**src/rtl/axi4_stream_pkt_if.sv**
```systemverilog
// AXI4-Stream bundle shared by the packet framer and its neighbours.
// Modport d is the receiving side of a stream, modport s the driving side.
interface axi4_stream_if #(
    parameter int DN = 1
) (
    input logic ACLK,
    input logic ARESETn
);
    logic              TVALID;
    logic              TREADY;
    logic [8*DN-1:0]   TDATA;
    logic [DN-1:0]     TKEEP;
    logic              TLAST;

    modport d (
        input  ACLK,
        input  ARESETn,
        input  TVALID,
        input  TDATA,
        input  TKEEP,
        input  TLAST,
        output TREADY
    );

    modport s (
        output TVALID,
        output TDATA,
        output TKEEP,
        output TLAST,
        input  TREADY
    );
endinterface

```
**src/rtl/axi4_stream_pkt.sv**
```systemverilog
// AXI4-Stream packet framer: zero-latency pass-through that inserts TLAST every
// cfg_len+1 transfers under start/stop control; stops always finish the packet.
module axi4_stream_pkt #(
    parameter int DN = 1,
    parameter int CW = 16
) (
    axi4_stream_if.d      sti,
    axi4_stream_if.s      sto,
    input  logic          ctl_start,
    input  logic          ctl_stop,
    input  logic [CW-1:0] cfg_len,
    output logic          sts_run,
    output logic [CW-1:0] sts_pkt
);
    typedef enum logic [1:0] {
        IDLE = 2'd0,
        RUN  = 2'd1,
        STOP = 2'd2
    } state_t;

    localparam logic [CW-1:0] ZERO = {CW{1'b0}};
    localparam logic [CW-1:0] ONE  = {{(CW-1){1'b0}}, 1'b1};

    state_t          state_r;
    state_t          state_s;
    logic [CW-1:0]   cnt_r;
    logic [CW-1:0]   len_r;
    logic [CW-1:0]   pkt_r;
    logic            run_r;
    logic            active_s;
    logic            at_last_s;
    logic            xfer_s;
    logic            last_xfer_s;
    logic            start_s;
    logic [8*DN-1:0] data_s;
    logic [DN-1:0]   keep_s;
    logic            unused_tlast_s;

    assign active_s    = (state_r != IDLE);
    assign at_last_s   = (cnt_r == len_r);
    assign xfer_s      = active_s & sti.TVALID & sto.TREADY;
    assign last_xfer_s = xfer_s & at_last_s;
    assign start_s     = (state_r == IDLE) & ctl_start & ~ctl_stop;

    // Upstream framing is replaced by our own count, so the incoming TLAST is dropped.
    assign unused_tlast_s = sti.TLAST;
    assign data_s         = sti.TDATA;
    assign keep_s         = sti.TKEEP;

    assign sto.TVALID = active_s & sti.TVALID;
    assign sti.TREADY = active_s & sto.TREADY;
    assign sto.TDATA  = data_s;
    assign sto.TKEEP  = keep_s;
    assign sto.TLAST  = active_s & at_last_s;

    assign sts_run = run_r;
    assign sts_pkt = pkt_r;

    // Next-state decode; a stop in RUN only short-cuts to IDLE on a packet boundary.
    always_comb begin
        state_s = state_r;
        case (state_r)
            IDLE: begin
                if (start_s) begin
                    state_s = RUN;
                end else begin
                    state_s = IDLE;
                end
            end
            RUN: begin
                if (ctl_stop) begin
                    if (last_xfer_s || ((cnt_r == ZERO) && !xfer_s)) begin
                        state_s = IDLE;
                    end else begin
                        state_s = STOP;
                    end
                end else begin
                    state_s = RUN;
                end
            end
            STOP: begin
                if (last_xfer_s) begin
                    state_s = IDLE;
                end else begin
                    state_s = STOP;
                end
            end
            default: begin
                state_s = IDLE;
            end
        endcase
    end

    // State register and the registered run flag derived from the next state.
    always_ff @(posedge sti.ACLK or negedge sti.ARESETn) begin
        if (!sti.ARESETn) begin
            state_r <= IDLE;
            run_r   <= 1'b0;
        end else begin
            state_r <= state_s;
            run_r   <= (state_s != IDLE);
        end
    end

    // Beat counter, latched length (reloaded only at packet boundaries) and packet count.
    always_ff @(posedge sti.ACLK or negedge sti.ARESETn) begin
        if (!sti.ARESETn) begin
            cnt_r <= ZERO;
            len_r <= ZERO;
            pkt_r <= ZERO;
        end else if (start_s) begin
            cnt_r <= ZERO;
            len_r <= cfg_len;
        end else if (last_xfer_s) begin
            cnt_r <= ZERO;
            len_r <= cfg_len;
            pkt_r <= pkt_r + ONE;
        end else if (xfer_s) begin
            cnt_r <= cnt_r + ONE;
        end else begin
            cnt_r <= cnt_r;
        end
    end
endmodule

```
**src/flat_wrapper.sv**
```systemverilog
// flat-port wrapper written by rule: the top's interface ports become plain ports
module axi4_stream_pkt_flat 
#(
    parameter int DN = 1,
    parameter int CW = 16
)
  (ctl_start, ctl_stop, cfg_len, sts_run, sts_pkt, ACLK, ARESETn, sti_TVALID, sti_TDATA, sti_TKEEP, sti_TLAST, sti_TREADY, sto_TVALID, sto_TDATA, sto_TKEEP, sto_TLAST, sto_TREADY);
  axi4_stream_if #(.DN(DN)) sti_i (.ACLK(ACLK), .ARESETn(ARESETn));
  axi4_stream_if #(.DN(DN)) sto_i (.ACLK(ACLK), .ARESETn(ARESETn));
  input  logic ctl_start;
  input  logic ctl_stop;
  input  logic [CW-1:0] cfg_len;
  output logic sts_run;
  output logic [CW-1:0] sts_pkt;
  input wire logic ACLK;
  input wire logic ARESETn;
  input wire logic [$bits(sti_i.TVALID)-1:0] sti_TVALID;
  input wire logic [$bits(sti_i.TDATA)-1:0] sti_TDATA;
  input wire logic [$bits(sti_i.TKEEP)-1:0] sti_TKEEP;
  input wire logic [$bits(sti_i.TLAST)-1:0] sti_TLAST;
  output wire logic [$bits(sti_i.TREADY)-1:0] sti_TREADY;
  output wire logic [$bits(sto_i.TVALID)-1:0] sto_TVALID;
  output wire logic [$bits(sto_i.TDATA)-1:0] sto_TDATA;
  output wire logic [$bits(sto_i.TKEEP)-1:0] sto_TKEEP;
  output wire logic [$bits(sto_i.TLAST)-1:0] sto_TLAST;
  input wire logic [$bits(sto_i.TREADY)-1:0] sto_TREADY;
  assign sti_i.TVALID = sti_TVALID;
  assign sti_i.TDATA = sti_TDATA;
  assign sti_i.TKEEP = sti_TKEEP;
  assign sti_i.TLAST = sti_TLAST;
  assign sti_TREADY = sti_i.TREADY;
  assign sto_TVALID = sto_i.TVALID;
  assign sto_TDATA = sto_i.TDATA;
  assign sto_TKEEP = sto_i.TKEEP;
  assign sto_TLAST = sto_i.TLAST;
  assign sto_i.TREADY = sto_TREADY;
  axi4_stream_pkt #(.DN(DN), .CW(CW)) u_core (.sti(sti_i), .sto(sto_i), .ctl_start(ctl_start), .ctl_stop(ctl_stop), .cfg_len(cfg_len), .sts_run(sts_run), .sts_pkt(sts_pkt));
endmodule
```
**config.mk**
```make
export PLATFORM = sky130hd
export DESIGN_NAME = axi4_stream_pkt_flat
export DESIGN_NICKNAME = d
export VERILOG_FILES = /design/src/rtl/axi4_stream_pkt_if.sv /design/src/rtl/axi4_stream_pkt.sv /design/src/flat_wrapper.sv
export SDC_FILE = /design/constraint.sdc
export NUM_CORES = 1
export LEC_CHECK = 0
export BUFFER_PORTS_ARGS = -buffer_cell sky130_fd_sc_hd__buf_2
export CAP_MARGIN = 20
export CORE_MARGIN = 2
export CORE_UTILIZATION = 34
export DETAILED_ROUTE_END_ITERATION = 8
export PLACE_DENSITY_LB_ADDON = 0.25
export SLEW_MARGIN = 40
export SYNTH_ARGS = -nofsm -noshare
export SYNTH_HDL_FRONTEND = slang
export SYNTH_SLANG_ARGS = --single-unit
export TNS_END_PERCENT = 20
```
**constraint.sdc**
```tcl
create_clock -name ACLK -period 2.56 [get_ports ACLK]
set_clock_uncertainty 0.1 [all_clocks]
set_input_delay 0.256 -clock ACLK [delete_from_list [all_inputs] [get_ports ACLK]]
set_output_delay 0.256 -clock ACLK [all_outputs]
set_load 0.01 [all_outputs]
```
==> metrics.md <==
| Metric | Value |
|---|---|
| Yosys top cell by area | `dfrtp_1` |
| Nets | `314` |
| Pin count of the biggest net entering global routing | `32` |
| Worst relative slew slack | `between 50% and 60%` |
| Final worst-path cycle share | `95.0%` |
| Cell count after placement | `between 300 and 400` |
| Max incr delay on CP | `roughly 460 ps` |
| Reg2reg start | `u_core.cnt_r[2]` |
| CTS Buf Count | `5` |
| Net Count, Synth | `approximately 280` |
| Status | `complete, no violations` |
| Hold Path Depth | `2` |
| Unrepaired setup endpoints after global routing | `false` |
| Fmax | `around 0.4 GHz` |
| Mapped Area | `~0.0027 mm^2` |
| Cell Pwr Density | `between 600 and 700 mW/mm^2` |
| # Max-Cap Violations | `0` |
| Die Area | `around 0.0086 mm^2` |
| I/O Buffers | `41` |
| Starting DRT DRC Count | `63` |
| Grt ovf | `0` |
| Seq/Total Area, Yosys | `between 40% and 50%` |
| Sink Count | `roughly 50` |
| Most common cell in the netlist | `dfrtp_1` |
| Reg2Reg Depth | `6` |
| Ys async rst share | `100%` |
| Number of core rows | `32` |
| Die Height | `92.7 um` |
| Vias in the first global route | `roughly 1.8k` |
| VDD IR-drop max | `between 0.15 and 0.2 mV` |
| Avg Cell Area, Syn | `roughly 11 um^2` |
| CTS Buffer Depth | `2` |
| Final setup fails | `0` |
| Synth cell count leaders | `dfrtp_1 (51), xor2_1 (37), nor2_1 (27)` |
| N_diodes | `0` |
| Delay-heaviest family, CP | `simple AND/OR/NAND/NOR gates` |
| HPWL Detailed | `around 3800 um` |
| Flops & latches, synth | `51` |
| Cells along the critical path | `xor2_1 > nor4_1 > nand4_2 > buf_4 > nor2_1 > buf_2` |
| Worst-Margin Slew | `632 ps` |
| Synth Flop Type | `dfrtp_1` |
| FF-to-FF End | `u_core.sts_pkt[10]` |
| Die width | `between 90 and 100 um` |
| Critical Path Slowest Stage Cell | `dfrtp_1` |
| Worst Hold Path EP | `u_core.state_r[0]` |
| CP Capture Type | `output port` |
| Io pins | `61` |
| Vias per cell | `approximately 4.7` |
| Post-synth EDFFs | `0` |
| Origin of the worst min-delay path | `ctl_stop` |
| WL final | `roughly 5400 um` |
| Setup_tns | `0 ps` |
| P_leak | `around 1.5 nW` |
| Wire per inst | `between 10 and 15 um` |
| DRC viols | `0` |
| Routed Antenna Nets | `0` |
| Post-route insts no fill | `~380` |
| GRT Total Usage | `a little over an eighth` |
| Initial antenna violation count | `0` |
| Yosys warning total | `0` |
| Top cell type's share of synthesized area | `a little under half` |
| Worst hold slack | `43.2 ps` |
| Vias | `around 1.8k` |
| Synth Instances | `between 200 and 250` |
| Worst Setup Path Type | `flip-flop to output port` |
| Buf/Inv on CP | `2` |
| WP data arrival | `around 2100 ps` |
| Largest cells by area after synthesis | `dfrtp_1 (48%), xor2_1 (12%), mux2_4 (5.6%), nor2_1 (3.8%), buf_4 (3.1%)` |
| Worst skew pair latency | `300 ps` |
| Reg clk slew, reported paths | `90 ps` |
| Pre-antenna DRT Iters | `4` |
| Root Driver | `clkbuf_8` |
| Req. time, crit path | `approximately 2200 ps` |
| CTS tree | `yes` |
| Initial Utilization | `roughly a third` |
| Share of cells above drive strength 1 | `26.4%` |
| Core Area | `0.00769 mm^2` |
| Layout area overhead | `13.1%` |
| Final min period | `2430 ps` |
| H-tree depth | `2` |
| R2R setup slack | `310 ps` |
| First-pass GRT wire length | `roughly 8700 um` |
| CP Max Fanout | `17` |
| Tightest Hold Check Type | `primary input to flip-flop` |
| Final Hold Viols | `0` |
| Max Slew Vio Count | `0` |
| Worst setup SP type | `flip-flop` |
| Placer Congestion | `~0.8` |
| Cell variety after synth | `35` |
==> sequential cells by signal (all words and copies together) (netlist names) <==
signal,cells
u_core.len_r,16
u_core.sts_run,1
u_core.cnt_r,16
u_core.state_r,2
u_core.sts_pkt,16
==> stage by stage <==
step	utilization (%)	setup WS, ps	area, um^2	power (mW)
after floorplan	-	449	2680	1.49
after CTS	39.4	94.5	3030	2.08
after detailed placement	38.2	306	2940	1.62
final	39.4	129	3030	2.05
after global placement	38.2	300	2940	1.61
after global routing	39.4	19.2	3030	2.19
==> cell families after synthesis <==
kind of cell | Yosys count | synth area share, %
XOR/XNOR | 45 | 14.7
buffers and inverters | 24 | 5.98
adder cells (fa/ha/maj) | 3 | 1.40
flip-flops | 51 | 47.7
multiplexers | 17 | 8.55
AND/OR/NAND/NOR | 95 | 19.1
AO/OA/AOI/OAI | 8 | 2.62
==> layout make-up <==
type | count | area (um^2)
Clock inverter | 1 | 5.00
Fill cell | 786 | 4660
Tap cell | 102 | 128
Clock buffer | 7 | 76.3
Multi-Input combinational cell | 168 | 1240
Timing Repair Buffer | 47 | 278
Inverter | 6 | 22.5
Sequential cell | 51 | 1280
==> placed cells by master, fill, tap and decap left out, types with 2 or more instances in the layout <==
| cell | instances |
|---|---|
| nand2_1 | 12 |
| nand3_1 | 16 |
| buf_2 | 41 |
| nor2b_1 | 2 |
| mux2_2 | 3 |
| nor4_2 | 2 |
| xor2_1 | 37 |
| ha_1 | 3 |
| nor3_1 | 5 |
| clkbuf_1 | 2 |
| buf_12 | 2 |
| xnor2_1 | 8 |
| dfrtp_1 | 50 |
| inv_1 | 6 |
| or4_1 | 2 |
| nor3_2 | 4 |
| nand4_1 | 7 |
| buf_4 | 3 |
| clkbuf_8 | 5 |
| and3_1 | 4 |
| nor2_1 | 27 |
| nor4_1 | 11 |
| mux2_1 | 4 |
| mux2_4 | 10 |
==> worst max path at each step <==
stage	endpoint	slack, ps	from	depth (start not counted)
global route	sto_TLAST	20	u_core.cnt_r[5]	6
floorplan	u_core.len_r[10]	450	u_core.cnt_r[10]	7
detailed placement	u_core.sts_pkt[1]	310	u_core.cnt_r[2]	6
finish	sto_TLAST	130	u_core.cnt_r[2]	6
global placement	u_core.len_r[0]	300	u_core.cnt_r[2]	6
CTS	sto_TLAST	90	u_core.cnt_r[2]	6
==> where the power goes <==
part | total (mW) | internal [mW] | leakage (nW) | switching [mW]
sequential | 1.10 | 0.964 | 0.658 | 0.136
combinational | 0.503 | 0.278 | 0.792 | 0.225
clock | 0.449 | 0.193 | 0.0422 | 0.257
total | 2.05 | 1.43 | 1.49 | 0.619
==> per-layer routing <==
layer / wire, um / GRT usage (%) / vias up
li1: - / - / 893
met5: 0 / 0 / -
met4: 48 / 3.68 / 0
met1: 2710 / 18.2 / 876
met2: 2430 / 20.1 / 38
met3: 224 / 3.25 / 6
==> timing repair <==
item | in CTS | in global routing
endpoints found under the hold margin | 24 | 0
buffers inserted | 0 | 0
hold buffers | 1 | 0
gates resized for setup | 0 | 1
setup endpoints to repair | 0 | 1
(Power assumes the default switching activity.)
